`config.mk`:
```
export PLATFORM = sky130hd
export DESIGN_NAME = updown_sweep_ctrl_flat
export DESIGN_NICKNAME = d
export VERILOG_FILES = /design/src/rtl/updown_sweep_ctrl_if.sv /design/src/rtl/updown_sweep_ctrl.sv /design/src/flat_wrapper.sv
export SDC_FILE = /design/constraint.sdc
export NUM_CORES = 1
export LEC_CHECK = 0
export CAP_MARGIN = 0
export CORE_ASPECT_RATIO = 0.9
export CORE_MARGIN = 2
export CORE_UTILIZATION = 45
export CTS_CLUSTER_DIAMETER = 50
export DETAILED_ROUTE_END_ITERATION = 10
export DONT_BUFFER_PORTS = 1
export PLACE_DENSITY_LB_ADDON = 0.3
export SLEW_MARGIN = 20
export SYNTH_ARGS = -nofsm -noshare
export SYNTH_HDL_FRONTEND = slang
export SYNTH_SLANG_ARGS = --single-unit
```
`constraint.sdc`:
```
create_clock -name clk -period 4.49 [get_ports clk]
set_input_delay 0.898 -clock clk [delete_from_list [all_inputs] [get_ports clk]]
set_output_delay 0.898 -clock clk [all_outputs]
set_load 0.05 [all_outputs]
```
`src/rtl/updown_sweep_ctrl_if.sv`:
```
// updown_sweep_ctrl_if: command handshake and count-status bundle for the
// up/down sweep controller.
//   master : command source (drives cmd_*, abort; observes status)
//   slave  : the controller (accepts cmd_*, abort; drives cmd_ready, q,
//            updown, busy, done)
interface updown_sweep_ctrl_if #(
  parameter int WIDTH  = 4,
  parameter int PASS_W = 4
);
  logic              cmd_valid;
  logic              cmd_ready;
  logic [WIDTH-1:0]  cmd_target;
  logic              cmd_bounce;
  logic [PASS_W-1:0] cmd_passes;
  logic              abort;
  logic [WIDTH-1:0]  q;
  logic              updown;
  logic              busy;
  logic              done;

  modport master (
    output cmd_valid, cmd_target, cmd_bounce, cmd_passes, abort,
    input  cmd_ready, q, updown, busy, done
  );

  modport slave (
    input  cmd_valid, cmd_target, cmd_bounce, cmd_passes, abort,
    output cmd_ready, q, updown, busy, done
  );
endinterface

```
`src/rtl/updown_sweep_ctrl.sv`:
```
// updown_sweep_ctrl: command-driven sequencer owning a count register q.
// A command either moves q one step per clock to a target (GOTO) or sweeps
// between the origin and the target for a number of legs (BOUNCE).
// Ports:
//   clk      clock, all state updates on posedge
//   clear_n  asynchronous active-low reset
//   bus      updown_sweep_ctrl_if.slave (command handshake, abort, status)
module updown_sweep_ctrl #(
  parameter int WIDTH  = 4,
  parameter int PASS_W = 4
) (
  input logic                clk,
  input logic                clear_n,
  updown_sweep_ctrl_if.slave bus
);
  typedef enum logic [1:0] {
    ST_IDLE = 2'd0,
    ST_RUN  = 2'd1,
    ST_DONE = 2'd2
  } state_t;

  localparam logic [WIDTH-1:0]  Q_ONE    = WIDTH'(1);
  localparam logic [WIDTH-1:0]  Q_ZERO   = WIDTH'(0);
  localparam logic [PASS_W-1:0] LEG_ONE  = PASS_W'(1);
  localparam logic [PASS_W-1:0] LEG_ZERO = PASS_W'(0);

  state_t            state_r, state_s;
  logic [WIDTH-1:0]  q_r, q_s;
  logic              updown_r, updown_s;
  logic [WIDTH-1:0]  target_r, target_s;
  logic [WIDTH-1:0]  origin_r, origin_s;
  logic              to_target_r, to_target_s;  // current leg heads to target
  logic              bounce_r, bounce_s;
  logic [PASS_W-1:0] legs_r, legs_s;
  logic              busy_r, done_r, ready_r;

  logic [WIDTH-1:0]  step_s;
  logic [WIDTH-1:0]  endpoint_s;
  logic              last_leg_s;

  // Next-state, next-count and command-latch logic.
  always_comb begin
    state_s     = state_r;
    q_s         = q_r;
    updown_s    = updown_r;
    target_s    = target_r;
    origin_s    = origin_r;
    to_target_s = to_target_r;
    bounce_s    = bounce_r;
    legs_s      = legs_r;
    step_s      = updown_r ? (q_r + Q_ONE) : (q_r - Q_ONE);
    endpoint_s  = to_target_r ? target_r : origin_r;
    last_leg_s  = (!bounce_r) || (legs_r == LEG_ONE);

    case (state_r)
      ST_IDLE: begin
        if (bus.cmd_valid) begin
          target_s    = bus.cmd_target;
          origin_s    = q_r;
          bounce_s    = bus.cmd_bounce;
          legs_s      = (bus.cmd_passes == LEG_ZERO) ? LEG_ONE : bus.cmd_passes;
          to_target_s = 1'b1;
          if (bus.cmd_target == q_r) begin
            state_s = ST_DONE;
          end else begin
            state_s  = ST_RUN;
            updown_s = (bus.cmd_target > q_r);
          end
        end else begin
          state_s = ST_IDLE;
        end
      end
      ST_RUN: begin
        // The final step always completes, even if abort arrives with it.
        if ((step_s == endpoint_s) && last_leg_s) begin
          q_s     = step_s;
          state_s = ST_DONE;
          legs_s  = bounce_r ? (legs_r - LEG_ONE) : legs_r;
        end else if (bus.abort) begin
          state_s = ST_DONE;
        end else begin
          q_s = step_s;
          if (step_s == endpoint_s) begin
            // Turnaround: no dwell, the reversed step happens next edge.
            legs_s      = legs_r - LEG_ONE;
            updown_s    = !updown_r;
            to_target_s = !to_target_r;
          end else begin
            legs_s = legs_r;
          end
        end
      end
      ST_DONE: begin
        state_s = ST_IDLE;
      end
      default: begin
        state_s = ST_IDLE;
      end
    endcase
  end

  // State, count and latched-command registers; status flags are registered
  // decodes of the next state so they change cleanly with the state.
  always_ff @(posedge clk or negedge clear_n) begin
    if (!clear_n) begin
      state_r     <= ST_IDLE;
      q_r         <= Q_ZERO;
      updown_r    <= 1'b1;
      target_r    <= Q_ZERO;
      origin_r    <= Q_ZERO;
      to_target_r <= 1'b1;
      bounce_r    <= 1'b0;
      legs_r      <= LEG_ZERO;
      busy_r      <= 1'b0;
      done_r      <= 1'b0;
      ready_r     <= 1'b1;
    end else begin
      state_r     <= state_s;
      q_r         <= q_s;
      updown_r    <= updown_s;
      target_r    <= target_s;
      origin_r    <= origin_s;
      to_target_r <= to_target_s;
      bounce_r    <= bounce_s;
      legs_r      <= legs_s;
      busy_r      <= (state_s == ST_RUN);
      done_r      <= (state_s == ST_DONE);
      ready_r     <= (state_s == ST_IDLE);
    end
  end

  assign bus.q         = q_r;
  assign bus.updown    = updown_r;
  assign bus.busy      = busy_r;
  assign bus.done      = done_r;
  assign bus.cmd_ready = ready_r;
endmodule

```
`src/flat_wrapper.sv`:
```
// flat-port wrapper written by rule: the top's interface ports become plain ports
module updown_sweep_ctrl_flat 
#(
  parameter int WIDTH  = 4,
  parameter int PASS_W = 4
)
  (clk, clear_n, bus_cmd_valid, bus_cmd_target, bus_cmd_bounce, bus_cmd_passes, bus_abort, bus_cmd_ready, bus_q, bus_updown, bus_busy, bus_done);
  updown_sweep_ctrl_if #(.WIDTH(WIDTH), .PASS_W(PASS_W)) bus_i ();
  input logic clk;
  input logic clear_n;
  input wire logic [$bits(bus_i.cmd_valid)-1:0] bus_cmd_valid;
  input wire logic [$bits(bus_i.cmd_target)-1:0] bus_cmd_target;
  input wire logic [$bits(bus_i.cmd_bounce)-1:0] bus_cmd_bounce;
  input wire logic [$bits(bus_i.cmd_passes)-1:0] bus_cmd_passes;
  input wire logic [$bits(bus_i.abort)-1:0] bus_abort;
  output wire logic [$bits(bus_i.cmd_ready)-1:0] bus_cmd_ready;
  output wire logic [$bits(bus_i.q)-1:0] bus_q;
  output wire logic [$bits(bus_i.updown)-1:0] bus_updown;
  output wire logic [$bits(bus_i.busy)-1:0] bus_busy;
  output wire logic [$bits(bus_i.done)-1:0] bus_done;
  assign bus_i.cmd_valid = bus_cmd_valid;
  assign bus_i.cmd_target = bus_cmd_target;
  assign bus_i.cmd_bounce = bus_cmd_bounce;
  assign bus_i.cmd_passes = bus_cmd_passes;
  assign bus_i.abort = bus_abort;
  assign bus_cmd_ready = bus_i.cmd_ready;
  assign bus_q = bus_i.q;
  assign bus_updown = bus_i.updown;
  assign bus_busy = bus_i.busy;
  assign bus_done = bus_i.done;
  updown_sweep_ctrl #(.WIDTH(WIDTH), .PASS_W(PASS_W)) u_core (.clk(clk), .clear_n(clear_n), .bus(bus_i));
endmodule
```
## Word level (Yosys, flattened, before mapping)

Cells that the tools add are included.
Widths: inputs -> output; s select.

| storage, ports and cells | value |
|---|---|
| memories | 0 |
| memory bits (read-only) | 0 |
| logic and storage cells | 71 |
| register bits | 24 |
| bits in latches | 0 |
| bits in writable memories | 0 |

| cells by class | value |
|---|---|
| bitwise gates (word level) | 0 |
| magnitude comparators | 1 |
| mux-type cells | 27 |
| reduce and logical (&&, ||, !) cells | 14 |
| shift-type cells | 0 |
| equality and inequality tests | 15 |
| multiply operators | 0 |
| add/sub/neg operators | 3 |
| divide/modulo/power cells | 0 |

Operator list:

| cell | count |
|---|---|
| $mux 4 | 10 |
| $reduce_and 5->1 | 2 |
| $mux 1 | 9 |
| $eq 4x4->1 | 2 |
| $mux 2 | 4 |
| $ne 2x2->1 const B | 4 |
| $pmux 4 s2 | 1 |
| $sub 4x1->4 const B | 2 |
| $ne 3x2->1 const B | 2 |
| $reduce_and 6->1 | 1 |
| $add 4x1->4 const B | 1 |
| $eq 2x1->1 const B | 2 |
| $eq 4x1->1 const B | 1 |
| $gt 4x4->1 | 1 |
| $logic_not 2->1 | 2 |
| $logic_not 4->1 | 1 |
| $ne 2x1->1 const B | 2 |
| $pmux 1 s2 | 2 |
| $pmux 2 s2 | 1 |
| $reduce_and 2->1 | 2 |
| $logic_not 1->1 | 3 |
| $ne 3x1->1 const B | 1 |
| $eq 2x2->1 const B | 1 |
| $reduce_bool 2->1 | 1 |
| 2 further kinds | 2 |

## Depth between registers and ports, before layout

| depth | value |
|---|---|
| depth after elaboration | 7 |
| gate-level depth with buffers | 7 |
| depth with buffers taken out | 7 |

## Worst setup path before layout

Ideal clock, no wire load.

| path | value |
|---|---|
| path type | register -> register |
| start | register u_core.updown_r (netlist: u_core.bus.updown) |
| end | register u_core.to_target_r |
| path buffers | 0 |
| path slack | 1,731 ps |
| stages on the path, launching flop included | 8 |
| arrival | 2,677 ps |
| period minus slack after synthesis | 2,759 ps |
| cell sequence | dfstp_2 > inv_1 > ha_1 > nand3_1 > and2_1 > xnor3_1 > or4_1 > mux2_2 |

| on the way | value |
|---|---|
| longest elaborated chain between the ends | 5 |
| elaborated cells on any way between the ends | 6 |
| those cells by class | eq/ne (3); mux (1); reduce/logical (2) |

Ends and longest elaborated chain:

| element | RTL line | text |
|---|---|---|
| from (decl) | updown_sweep_ctrl.sv:29 | `logic updown_r, updown_s;` |
| from (signal assigned) | updown_sweep_ctrl.sv:120 | `updown_r <= updown_s;` |
| $mux 4 (*) | updown_sweep_ctrl.sv:51 | `step_s = updown_r ? (q_r + Q_ONE) : (q_r - Q_ONE);` |
| $eq 4x4->1 (*) | updown_sweep_ctrl.sv:75, updown_sweep_ctrl.sv:83 |  |
| $logic_and 1x1->1 | updown_sweep_ctrl.sv:75 | `if ((step_s == endpoint_s) && last_leg_s) begin` |
| $ne 2x2->1 (no line) | n/a |  |
| $reduce_and 5->1 (no line) (*) | n/a |  |
| to (signal assigned) | updown_sweep_ctrl.sv:123 | `to_target_r <= to_target_s;` |
| to (decl) | updown_sweep_ctrl.sv:32 | `logic to_target_r, to_target_s;` |

Every way passes the cells marked *; elsewhere a longest branch is shown, timed or not.
A chain may end at the register's enable or synchronous reset.

## Worst setup path after layout

| path | value |
|---|---|
| start | register u_core.updown_r (netlist: u_core.bus.updown) |
| end | register u_core.legs_r[1] |

| on the way | value |
|---|---|
| longest elaborated chain between the ends | 5 |
| elaborated cells on any way between the ends | 9 |
| those cells by class | eq/ne (4); mux (3); reduce/logical (2) |

Ends and longest elaborated chain:

| element | RTL line | text |
|---|---|---|
| $mux 4 (*) | updown_sweep_ctrl.sv:51 |  |
| $eq 4x4->1 (*) | updown_sweep_ctrl.sv:75, updown_sweep_ctrl.sv:83 |  |
| $logic_and 1x1->1 | updown_sweep_ctrl.sv:75 |  |
| $ne 3x2->1 (no line), or another cell as far along | n/a |  |
| $reduce_and 5->1 (no line) or $pmux 4 s2 (tied branches) | n/a |  |
| to (signal assigned) | updown_sweep_ctrl.sv:125 | `legs_r <= legs_s;` |
| to (decl) | updown_sweep_ctrl.sv:34 | `logic [PASS_W-1:0] legs_r, legs_s;` |

Marked as above.

==> reports/results.tsv <==
stage	metric	value	unit
worst_setup_path	required time at the endpoint of the critical path	4.74	ns
timing	Highest Clock Rate	329	MHz
placed_design	buffers added on ports	0	
grt	vias in the first global route	1052	
floorplan	number of top-level pins	21	
synthesis	synthesis warning total	0	
routing	DRT Wirelength	2740	µm
clock_network	clock transition at the registers of the reported paths	0.14	ns
grt	total overflow reported by the global router	0	
floorplan	overall die area	3580	µm²
synthesis	total nets after synthesis	170	
cells_and_area	area of the multi-input gates	742	µm²
flow_run	max-cap violations	0	
grt	number of antenna violations at the first check in global routing	0	
clock_network	number of gates resized after CTS	0	
routing	count of vias placed by the detailed router	1048	
timing	slack of the critical path	1.45	ns
timing	max-slew violation total from the final report	0	
clock_network	total CTS buffers	3	
synthesis	proportion of synthesized flip-flops having asynchronous set or reset	100	%
cells_and_area	post-layout instance count excluding filler cells	190	
status	status	complete, no violations	
timing	Final Hold Fails	0	
worst_setup_path	crit path cell chain	inv_1, ha_1, nand3_1, and2_1, xnor3_1, o31ai_1, mux2i_1	
clock_network	Post-CTS Repair Setup Buffers	0	
cells_and_area	fill cell count	292	
timing	tightest slew margin relative to the limit	47.8	%
placed_design	final RePlAce weighted congestion	0.848	
clock_network	Clock Root Buffer	sky130_fd_sc_hd__clkbuf_4	
floorplan	die height	57.0	µm
worst_setup_path	category of the most critical setup path	flip-flop to flip-flop	
timing	Period Utilization, post-route	67.8	%
synthesis	Cell Area, Synth	1400	µm²
timing	accumulated negative setup slack	0	ns
timing	unrepaired setup endpoints after global routing	false	
cells_and_area	area taken by flip-flops and latches	604	µm²
placed_design	number of instances in the placed design	186	
cells_and_area	area delta synth->final	4.73	%
synthesis	number of synthesized register bits	24	
routing	number of iterations in the first detailed-routing pass	4	
grt	total global routing track utilization	17.7	%
worst_setup_path	Largest stage delay, worst path	0.76	ns
synthesis	Mean Syn Cell Area	9.48	µm²
worst_setup_path	Critical Path End Type	flip-flop	
routing	via density per instance	5.52	
clock_network	H-tree levels	1	
clock_network	CTS Buffer Depth	2	
cells_and_area	diodes inserted	0	
grt	largest net degree at the start of global routing	25	
timing	setup skew after layout	0.00492	ns
routing	antenna-violating nets left	0	
routing	final routed wire length divided by cell count	14.4	µm
clock_network	number of buffers inserted by hold repair at cts	0	
synthesis	fraction of the yosys area taken by sequential cells	43.1	%
synthesis	EDFF count, synth	0	
cells_and_area	share of cells above drive strength 1	8.78	%
synthesis	most used flip-flop cell after synthesis	sky130_fd_sc_hd__dfrtp_1	
timing	crit path time final	3.04	ns
worst_hold_path	path type of the worst min-delay path	input pin to async pin	
placed_design	worst setup timing slack at the placement stage	1.48	ns
placed_design	post-detail-place hpwl	2080	µm
timing	final-report setup violation count	0	
worst_setup_path	Startpoint Class	flip-flop	
floorplan	area of the placeable core	3020	µm²
cells_and_area	net count of the finished layout	171	
clock_network	TritonCTS clock tree	built	
worst_setup_path	maximum fanout along the worst path	8	
clock_network	insertion delay to the later sink of the worst-skew pair	0.32	ns
floorplan	initial standard-cell utilization of the core	46.5	%
synthesis	cells after synthesis	148	
routing	number of remaining DRC errors	0	
floorplan	Die W	62.9	µm
worst_setup_path	cell with the biggest individual delay on the critical path	sky130_fd_sc_hd__dfstp_2	
routing	Iteration-0 DRC Markers	31	
timing	Tightest Pin Transition	0.781	ns
floorplan	number of cell rows	19	
grt	wire length of the first global-routing pass	4970	µm
synthesis	post-synth cell types	38	
timing	worst hold slack after final layout	0.243	ns
worst_setup_path	Worst EP arrival	3.30	ns
clock_network	TritonCTS sink count	24	
==> through the flow <==
| step | util, % | instance area (µm²) |
|---|---|---|
| final | 48.7 | 1470 |
| after global routing | 48.7 | 1470 |
| after CTS | 48.7 | 1470 |
| after detailed placement | 47.5 | 1430 |
| after global placement | 47.5 | 1430 |
| after floorplan | - | 1400 |
==> routing by layer <==
layer	routed length, µm	part of all wire [%]	GRT usage, %
met2	1190	44	27.5
met4	46	1.7	7.94
met3	128	4.7	2.96
met1	1370	50	24.6
met5	0	0	0
==> worst max-delay path, delay by kind of cell, from the launching register on <==
family	cells	cell delay (ns)
buffers and inverters	1	0.19
XOR/XNOR	1	0.43
flip-flops	1	0.76
AND/OR/NAND/NOR	2	0.36
adder cells (fa/ha/maj)	1	0.39
AO/OA/AOI/OAI	1	0.57
multiplexers	1	0.27
==> cells by family after synthesis <==
kind of cell	after synthesis	synth area share [%]
DFF	24	43.1
adders and majority gates	9	8.56
xor gates and xnor gates	8	5.98
AOI/OAI and AO/OA	30	13.4
buffers and inverters	13	4.01
and+or+nand+nor	55	18.4
muxes	9	6.60
==> cells in the mapped netlist (2+ instances only) <==
cell type	instances	area, µm²
sky130_fd_sc_hd__mux2i_1	7	70.1
sky130_fd_sc_hd__dfrtp_1	21	526
sky130_fd_sc_hd__nand2_1	24	90.1
sky130_fd_sc_hd__xnor2_1	6	52.6
sky130_fd_sc_hd__nor2_1	10	37.5
sky130_fd_sc_hd__nand3_1	6	30.0
sky130_fd_sc_hd__a21oi_1	4	20.0
sky130_fd_sc_hd__o21ai_0	13	65.1
sky130_fd_sc_hd__mux2_2	2	22.5
sky130_fd_sc_hd__a22oi_1	2	15.0
sky130_fd_sc_hd__nand2b_1	2	12.5
sky130_fd_sc_hd__nor3_1	2	10.0
sky130_fd_sc_hd__and2_1	2	12.5
sky130_fd_sc_hd__or4_1	3	22.5
sky130_fd_sc_hd__inv_1	9	33.8
sky130_fd_sc_hd__a21o_1	2	15.0
sky130_fd_sc_hd__clkbuf_1	3	11.3
sky130_fd_sc_hd__ha_1	8	100
sky130_fd_sc_hd__dfstp_2	3	78.8
==> worst paths after layout <==
| kind | start | endpoint | slack [ns] | depth (start not counted) |
|---|---|---|---|---|
| worst max-delay path | u_core.bus.updown$_DFFE_PN1P_ | u_core.legs_r[1]$_DFFE_PN0P_ | 1.45 | 7 |
| worst min-delay path | clear_n | u_core.state_r[1]$_DFF_PN0_ | 0.24 | 0 |
| worst max register to register | u_core.bus.updown$_DFFE_PN1P_ | u_core.legs_r[1]$_DFFE_PN0P_ | 1.45 | 7 |
| worst min register to register | u_core.target_r[3]$_DFFE_PN0P_ | u_core.target_r[3]$_DFFE_PN0P_ | 0.50 | 2 |
| max in group asynchronous | clear_n | u_core.to_target_r$_DFFE_PN1P_ | 4.07 | 0 |
| min in group clk | u_core.target_r[3]$_DFFE_PN0P_ | u_core.target_r[3]$_DFFE_PN0P_ | 0.50 | 2 |
==> area by class of cell <==
type | instances | share of cell area [%]
Tap cell | 42 | 3.58
Multi-Input combinational cell | 111 | 50.5
Clock buffer | 4 | 2.47
Inverter | 9 | 2.30
Sequential cell | 24 | 41.1
==> sequential cells by signal (all words and copies together) (netlist names), 2 cells and up <==
signal,cells
u_core.bus.q,4
u_core.legs_r,4
u_core.origin_r,4
u_core.state_r,2
u_core.target_r,4
==> layout by cell type, fill, tap and decap left out, types with 2 or more instances in the layout <==
cell type	Yosys	routed
sky130_fd_sc_hd__a21o_1	2	2
sky130_fd_sc_hd__a21oi_1	4	4
sky130_fd_sc_hd__a22oi_1	2	2
sky130_fd_sc_hd__and2_1	2	2
sky130_fd_sc_hd__clkbuf_4	0	3
sky130_fd_sc_hd__dfrtp_1	21	21
sky130_fd_sc_hd__dfstp_2	3	3
sky130_fd_sc_hd__ha_1	8	8
sky130_fd_sc_hd__inv_1	9	9
sky130_fd_sc_hd__mux2_2	2	2
sky130_fd_sc_hd__mux2i_1	7	7
sky130_fd_sc_hd__nand2_1	24	24
sky130_fd_sc_hd__nand2b_1	2	2
sky130_fd_sc_hd__nand3_1	6	6
sky130_fd_sc_hd__nor2_1	10	10
sky130_fd_sc_hd__nor3_1	2	2
sky130_fd_sc_hd__o21ai_0	13	13
sky130_fd_sc_hd__or4_1	3	3
sky130_fd_sc_hd__xnor2_1	6	6
Power is not shown: default switching activity piles up to over one toggle a cycle in this logic, so the estimate is an artifact.
